$ cat config.mk
export PLATFORM = sky130hd
export DESIGN_NAME = fetch_unit
export DESIGN_NICKNAME = d
export VERILOG_FILES = /design/src/rtl/fetch_pkg.sv /design/src/rtl/fetch_unit_sat_counter.sv /design/src/rtl/fetch_unit.sv
export SDC_FILE = /design/constraint.sdc
export NUM_CORES = 1
export LEC_CHECK = 0
export CORE_MARGIN = 3
export CORE_UTILIZATION = 39
export DETAILED_ROUTE_END_ITERATION = 8
export PLACE_DENSITY_LB_ADDON = 0.15
export SLEW_MARGIN = 20
export SYNTH_ARGS = -nofsm -noshare
export SYNTH_HDL_FRONTEND = slang
export SYNTH_SLANG_ARGS = --single-unit
$ cat constraint.sdc
create_clock -name Clk -period 2.35 [get_ports Clk]
set_input_delay 0.235 -clock Clk [delete_from_list [all_inputs] [get_ports Clk]]
set_output_delay 0.235 -clock Clk [all_outputs]
set_load 0.01 [all_outputs]
$ cat src/rtl/fetch_pkg.sv
// Purpose : shared types and default sizes for the fetch stage.
// Latency : n/a (declarations only).
// Backpr. : n/a.
package fetch_pkg;

   localparam int ADDR_W = 8;   // default instruction address width
   localparam int CNT_W  = 16;  // default cycle counter width

   typedef enum logic [1:0] {
      IDLE = 2'd0,
      RUN  = 2'd1,
      DONE = 2'd2
   } fetch_state_t;

endpackage

$ cat src/rtl/fetch_unit_sat_counter.sv
// Purpose : width-parameterised up-counter with synchronous clear that sticks at all-ones.
// Latency : one edge from clr/en to count.
// Backpr. : none; en simply gates the increment.
//
// Ports:
//   clk   - rising-edge clock
//   rst   - asynchronous active-high reset, forces count to 0
//   clr   - synchronous clear, wins over en
//   en    - increment request, ignored once the counter is saturated
//   count - registered counter value
module sat_counter #(
   parameter int W = 16
) (
   input  logic         clk,
   input  logic         rst,
   input  logic         clr,
   input  logic         en,
   output logic [W-1:0] count
);

   logic [W-1:0] cnt_q;
   logic [W-1:0] cnt_d;

   always_comb begin
      cnt_d = cnt_q;
      if (clr) begin
         cnt_d = '0;
      end else if (en && (cnt_q != {W{1'b1}})) begin
         cnt_d = cnt_q + W'(1);
      end
   end

   always_ff @(posedge clk or posedge rst) begin
      if (rst) begin
         cnt_q <= '0;
      end else begin
         cnt_q <= cnt_d;
      end
   end

   assign count = cnt_q;

endmodule

$ cat src/rtl/fetch_unit.sv
// Purpose : program counter and fetch sequencer (IDLE/RUN/DONE) driving the instruction ROM address.
// Latency : Start/branch/increment visible on InstAddress one edge later; outputs are registered or state-decoded.
// Backpr. : Stall freezes PC and state for the cycle; Start is ignored while running.
//
// Optional feature macro: FETCH_CYCLE_COUNT_EN (RUN-cycle counter on CycleCount;
// when undefined CycleCount is tied to 0 and no counter flops exist).
//
// Ports:
//   Clk, Reset            - clock, asynchronous active-high reset
//   Start, StartAddr      - launch request (accepted in IDLE/DONE) and first fetch address
//   Stall, Halt           - freeze this cycle / current instruction halts the program
//   BranchEn, BranchTarget- taken branch and its absolute target
//   InstAddress           - registered PC to the ROM
//   Running, Done         - state decodes for RUN and DONE
//   CycleCount            - edges spent in RUN since the last start (saturating)
module fetch_unit
   import fetch_pkg::*;
#(
   parameter int L  = ADDR_W,
   parameter int CW = CNT_W
) (
   input  logic          Clk,
   input  logic          Reset,
   input  logic          Start,
   input  logic [L-1:0]  StartAddr,
   input  logic          Stall,
   input  logic          Halt,
   input  logic          BranchEn,
   input  logic [L-1:0]  BranchTarget,
   output logic [L-1:0]  InstAddress,
   output logic          Running,
   output logic          Done,
   output logic [CW-1:0] CycleCount
);

   fetch_state_t state_q;
   fetch_state_t state_d;
   logic [L-1:0] pc_q;
   logic [L-1:0] pc_d;
   logic         running_o;
   logic         done_o;

   // State and PC registers.
   always_ff @(posedge Clk or posedge Reset) begin
      if (Reset) begin
         state_q <= IDLE;
         pc_q    <= '0;
      end else begin
         state_q <= state_d;
         pc_q    <= pc_d;
      end
   end

   // Next state and next PC. In RUN the priority is Stall > Halt > BranchEn > increment;
   // on Halt the PC stays on the halt instruction.
   always_comb begin
      state_d = state_q;
      pc_d    = pc_q;
      unique case (state_q)
         IDLE, DONE: begin
            if (Start) begin
               pc_d    = StartAddr;
               state_d = RUN;
            end
         end
         RUN: begin
            if (Stall) begin
               // frozen for this cycle
            end else if (Halt) begin
               state_d = DONE;
            end else if (BranchEn) begin
               pc_d = BranchTarget;
            end else begin
               pc_d = pc_q + L'(1);   // wraps silently at 2**L-1
            end
         end
         default: begin
            state_d = IDLE;
            pc_d    = '0;
         end
      endcase
   end

   // Status outputs are pure state decodes.
   always_comb begin
      running_o = 1'b0;
      done_o    = 1'b0;
      unique case (state_q)
         RUN:     running_o = 1'b1;
         DONE:    done_o    = 1'b1;
         default: ;
      endcase
   end

   assign InstAddress = pc_q;
   assign Running     = running_o;
   assign Done        = done_o;

`ifdef FETCH_CYCLE_COUNT_EN
   logic start_acc;

   // Start is only accepted outside RUN; that same edge zeroes the count.
   assign start_acc = Start && (state_q != RUN);

   sat_counter #(.W(CW)) u_cycle_cnt (
      .clk   (Clk),
      .rst   (Reset),
      .clr   (start_acc),
      .en    (state_q == RUN),
      .count (CycleCount)
   );
`else
   assign CycleCount = '0;
`endif

endmodule
# After elaboration in Yosys (flattened, before gate mapping)
# Cells that the tools add are included.
# op_classes
add_sub_neg,1
n_eq_ne,6
reduce_logical,4
n_mux,11
# ops
op,n
two-way mux 8 bit,4
one-hot mux 8 bit (2 select lines),1
adder 8 x 1 -> 8 bit (second input constant),1
inequality test 2 bit (second input constant),4
two-way mux 2 bit,3
AND reduction 3 bit,2
one-hot mux 2 bit (2 select lines),1
equality test 2 x 1 -> 1 bit (second input constant),1
equality test 2 bit (second input constant),1
zero test 2 bit,1
two-way mux 1 bit,2
OR reduction 2 bit,1
# totals
out_inout_bits,26
regBits,10
inputBits,22
elab_cells,24

# Depth between registers and ports, before layout
# logic_depth
ltp_word,5
depth_mapped,5
mapped_depth_nobuf,5

# Least setup slack after synthesis
# OpenSTA, ideal clock, no wires.
# synth_timing
kind,reg-to-reg
from,"register pc_q[0], in the netlist InstAddress[0]"
to,"register pc_q[2], in the netlist InstAddress[2]"
setup_ns,0.131
t_required_ns,2.219
path_buffers,0
path_stages_with_launch,6
path_slack_ns,1.034
synth_period_minus_slack_ns,1.316
arrival_time_ns,1.186
cell_sequence,dfrtp_1 > ha_1 > xnor2_1 > o21ai_0 > a221oi_1 > a21oi_1
# synth_between
elab_chain_cells,5
# synth_rtl
item,line,rtl
from (decl),fetch_unit.sv:38,logic [L-1:0] pc_q;
from (signal assigned),fetch_unit.sv:50,pc_q <= pc_d;
adder 8 x 1 -> 8 bit,fetch_unit.sv:74,pc_d = pc_q + L'(1);
two-way mux 8 bit,fetch_unit.sv:71,end else if (BranchEn) begin
two-way mux 8 bit,fetch_unit.sv:69,end else if (Halt) begin
two-way mux 8 bit,fetch_unit.sv:67,if (Stall) begin
one-hot mux 8 bit (2 select lines),fetch_unit.sv:59,unique case (state_q)
# No other way between the ends. The select of a mux whose other input is x is not followed.
# A chain may end at the register's enable or synchronous reset.

# Worst setup path after layout
# layout_timing
from,register state_q[1]
to,output port Running
# layout_between
elab_chain_cells,2
# layout_rtl
item,line,rtl
from (decl),fetch_unit.sv:36,fetch_state_t state_q;
from (signal assigned),fetch_unit.sv:49,state_q <= state_d;
equality test 2 x 1 -> 1 bit,fetch_unit.sv:88,unique case (state_q)
two-way mux 1 bit,fetch_unit.sv:88,
to (decl),fetch_unit.sv:31,"output logic Running,"
# No other way between the ends.

==> impl_metrics.json <==
{
  "min_path_type": "in2async",
  "cp.required_ps": 2120,
  "area_growth_pct": 38.0,
  "worst_setup_path_start_kind": "register",
  "track_usage": 0.159,
  "drt_iter0_markers": 24,
  "arrival_ps": 1560,
  "h-tree-depth": 1,
  "netlist_area_um2": 783,
  "critPathMaxFanout": 5,
  "grt_max_degree": 14,
  "ys_seq_elements": 10,
  "yosys.area_share.simple": 0.182,
  "synth_warnings": 0,
  "yosysSeqAreaShare": 0.319,
  "drive_gt1_frac": 0.0391,
  "postCtsHoldBufs": 0,
  "slew_headroom": 0.636,
  "grt_first_pass_wirelength_mm": 3.19,
  "fin_crit_ps": 1800,
  "ant_nets": 0,
  "final-hold-violation-count": 0,
  "vias_per_cell": 5.01,
  "vias": 766,
  "wire_per_inst_um": 12.8,
  "std_cell_rows": 15,
  "dp.cells": 150,
  "synth_xor_area_frac": 0.0335,
  "ioPinCount": 48,
  "cts.clk_slew.worst_paths_ps": 70,
  "synth-edff-count": 0,
  "reg2reg_to": "InstAddress[2]",
  "yosys.area_share.adder": 0.0160,
  "fp.coreArea_um2": 1800,
  "r2r-start": "InstAddress[0]",
  "die_area_um2": 2580,
  "synthMuxAreaShare": 0.0383,
  "skew_ps": 1.49,
  "cts.sinks": 10,
  "hpwl_mm": 1.53,
  "antenna_found_initial": 0,
  "nNetsFinal": 153,
  "grt_pass1_vias": 731,
  "start_util": 0.435,
  "cp-end-kind": "primary output",
  "post-cts-setup-buffer-count": 0,
  "port-buffer-count": 31,
  "drv_cap": 0,
  "stdcell_count": 153,
  "synth_top_family_by_area": "compound AO/OA/AOI/OAI gates",
  "insertion_delay_ps": 260,
  "synth-compound-area-share": 0.211,
  "antenna_cells": 0,
  "finalSetupTns_ps": 0,
  "die_y_um": 50.8,
  "setup_violations": 0,
  "synthFlopType": "dfrtp_1",
  "firstDrtPassIters": 6,
  "clk_path_buf_depth": 2,
  "irDropWorstVdd_uv": 707,
  "power_leakage_nw": 0.485,
  "status": "finished, final reports clean",
  "die_w_um": 50.8,
  "p_per_area_nw_per_um2": 993,
  "regToRegSetupSlack_ps": 900,
  "rsz0062_at_grt": "no",
  "synth_cell_type_count": 26,
  "period_share": 0.766,
  "ff2ff_path_depth": 5,
  "synthCells": 96,
  "syn_area_per_cell_um2": 8.16,
  "placed_area_um2": 1060,
  "crit_type": "reg2out",
  "final_util": 0.600,
  "cts_resized": 0,
  "max_freq_mhz": 556,
  "clock-root-buffer": "clkbuf_4",
  "drc": 0,
  "drv_slew": 0,
  "synthArstFlopShare": 1.00,
  "design_area_um2": 1080,
  "cts_tree": "yes",
  "gp_congestion": 0.794,
  "wirelength_mm": 1.96,
  "grt_remaining_overflow": 0,
  "cts_buffers": 3,
  "worst_pin_slew_ps": 544
}
metrics by stage:
stage / hold slack [ps] / worst slack, ps / power (W)
finish: 266 / 551 / 0.00107
global route: 309 / 460 / 0.00117
CTS: 278 / 554 / 0.00108
detailed placement: 513 / 642 / 0.000959
global placement: 506 / 718 / 0.000945
floorplan: 75.2 / 1030 / 0.000698
cells in the final DEF (no fill, tap or decap), types with 4 or more instances in the layout:
master            n
a21oi_1           8
and3_1            5
clkdlybuf4s50_1  31
conb_1           16
dfrtp_1          10
inv_1             6
nand2_1           7
nand2b_1          4
o21ai_0           7
state kept, by name, summed over array words and instances, names as in the netlist:
register,count
state_q,2
InstAddress,8
metal layers:
metal	track usage	vias to the layer above	routed length, um
met2	0.285	39	928
met3	0.0437	4	158
li1	-	369	-
met1	0.189	354	861
met4	0.0359	0	11
met5	0	-	0
cells by family after synthesis:
kind of cell / Yosys count
AO/OA/AOI/OAI: 27
XOR/XNOR: 3
adder cells (fa/ha/maj): 1
buffers and inverters: 24
flip-flops: 10
multiplexers: 3
other: 1
AND/OR/NAND/NOR: 27
synthesized netlist by cell type (2+ instances only):
master / n / area, um2
dfrtp_1: 10 / 250
nor2b_1: 2 / 12.5
and3_1: 5 / 31.3
a221oi_1: 2 / 17.5
a21oi_1: 8 / 40.0
o31ai_1: 3 / 22.5
nor2_1: 3 / 11.3
o22ai_1: 2 / 12.5
buf_4: 16 / 120
nand2b_1: 4 / 25.0
xnor2_1: 3 / 26.3
o21a_1: 2 / 15.0
inv_1: 6 / 22.5
buf_2: 2 / 10.0
o21ai_0: 7 / 35.0
nor3_1: 2 / 10.0
nand3_1: 2 / 10.0
mux2i_1: 3 / 30.0
nand2_1: 7 / 26.3
where the power goes:
| group | switching [W] | internal, W |
|---|---|---|
| logic | 0.000279 | 0.000313 |
| registers | 0.000114 | 0.000250 |
| clock network | 0.0000575 | 0.0000590 |
worst max path at each step:
stage | start | to | slack [ps] | cells after the start
after global placement | BranchEn | InstAddress[2] | 720 | 4
after floorplan | InstAddress[0] | InstAddress[2] | 1030 | 5
after CTS | state_q[1] | Running | 550 | 3
after detailed placement | BranchEn | InstAddress[2] | 640 | 4
after global routing | state_q[1] | Running | 460 | 3
final | state_q[1] | Running | 550 | 3
layout make-up:
class / count / area (um2)
multi-input cells: 77 / 437
inverters: 6 / 22.5
flip-flops and latches: 10 / 250
repair buffers: 32 / 318
clock buffers: 3 / 22.5
well taps: 25 / 31.3
fillers: 176 / 721
worst max-delay path: stages, from the launching register on:
cell             delay (ps)
dfrtp_1                 390
nand2b_1                200
inv_1                   160
clkdlybuf4s50_1         560
Power figures use the tool's default switching activity.
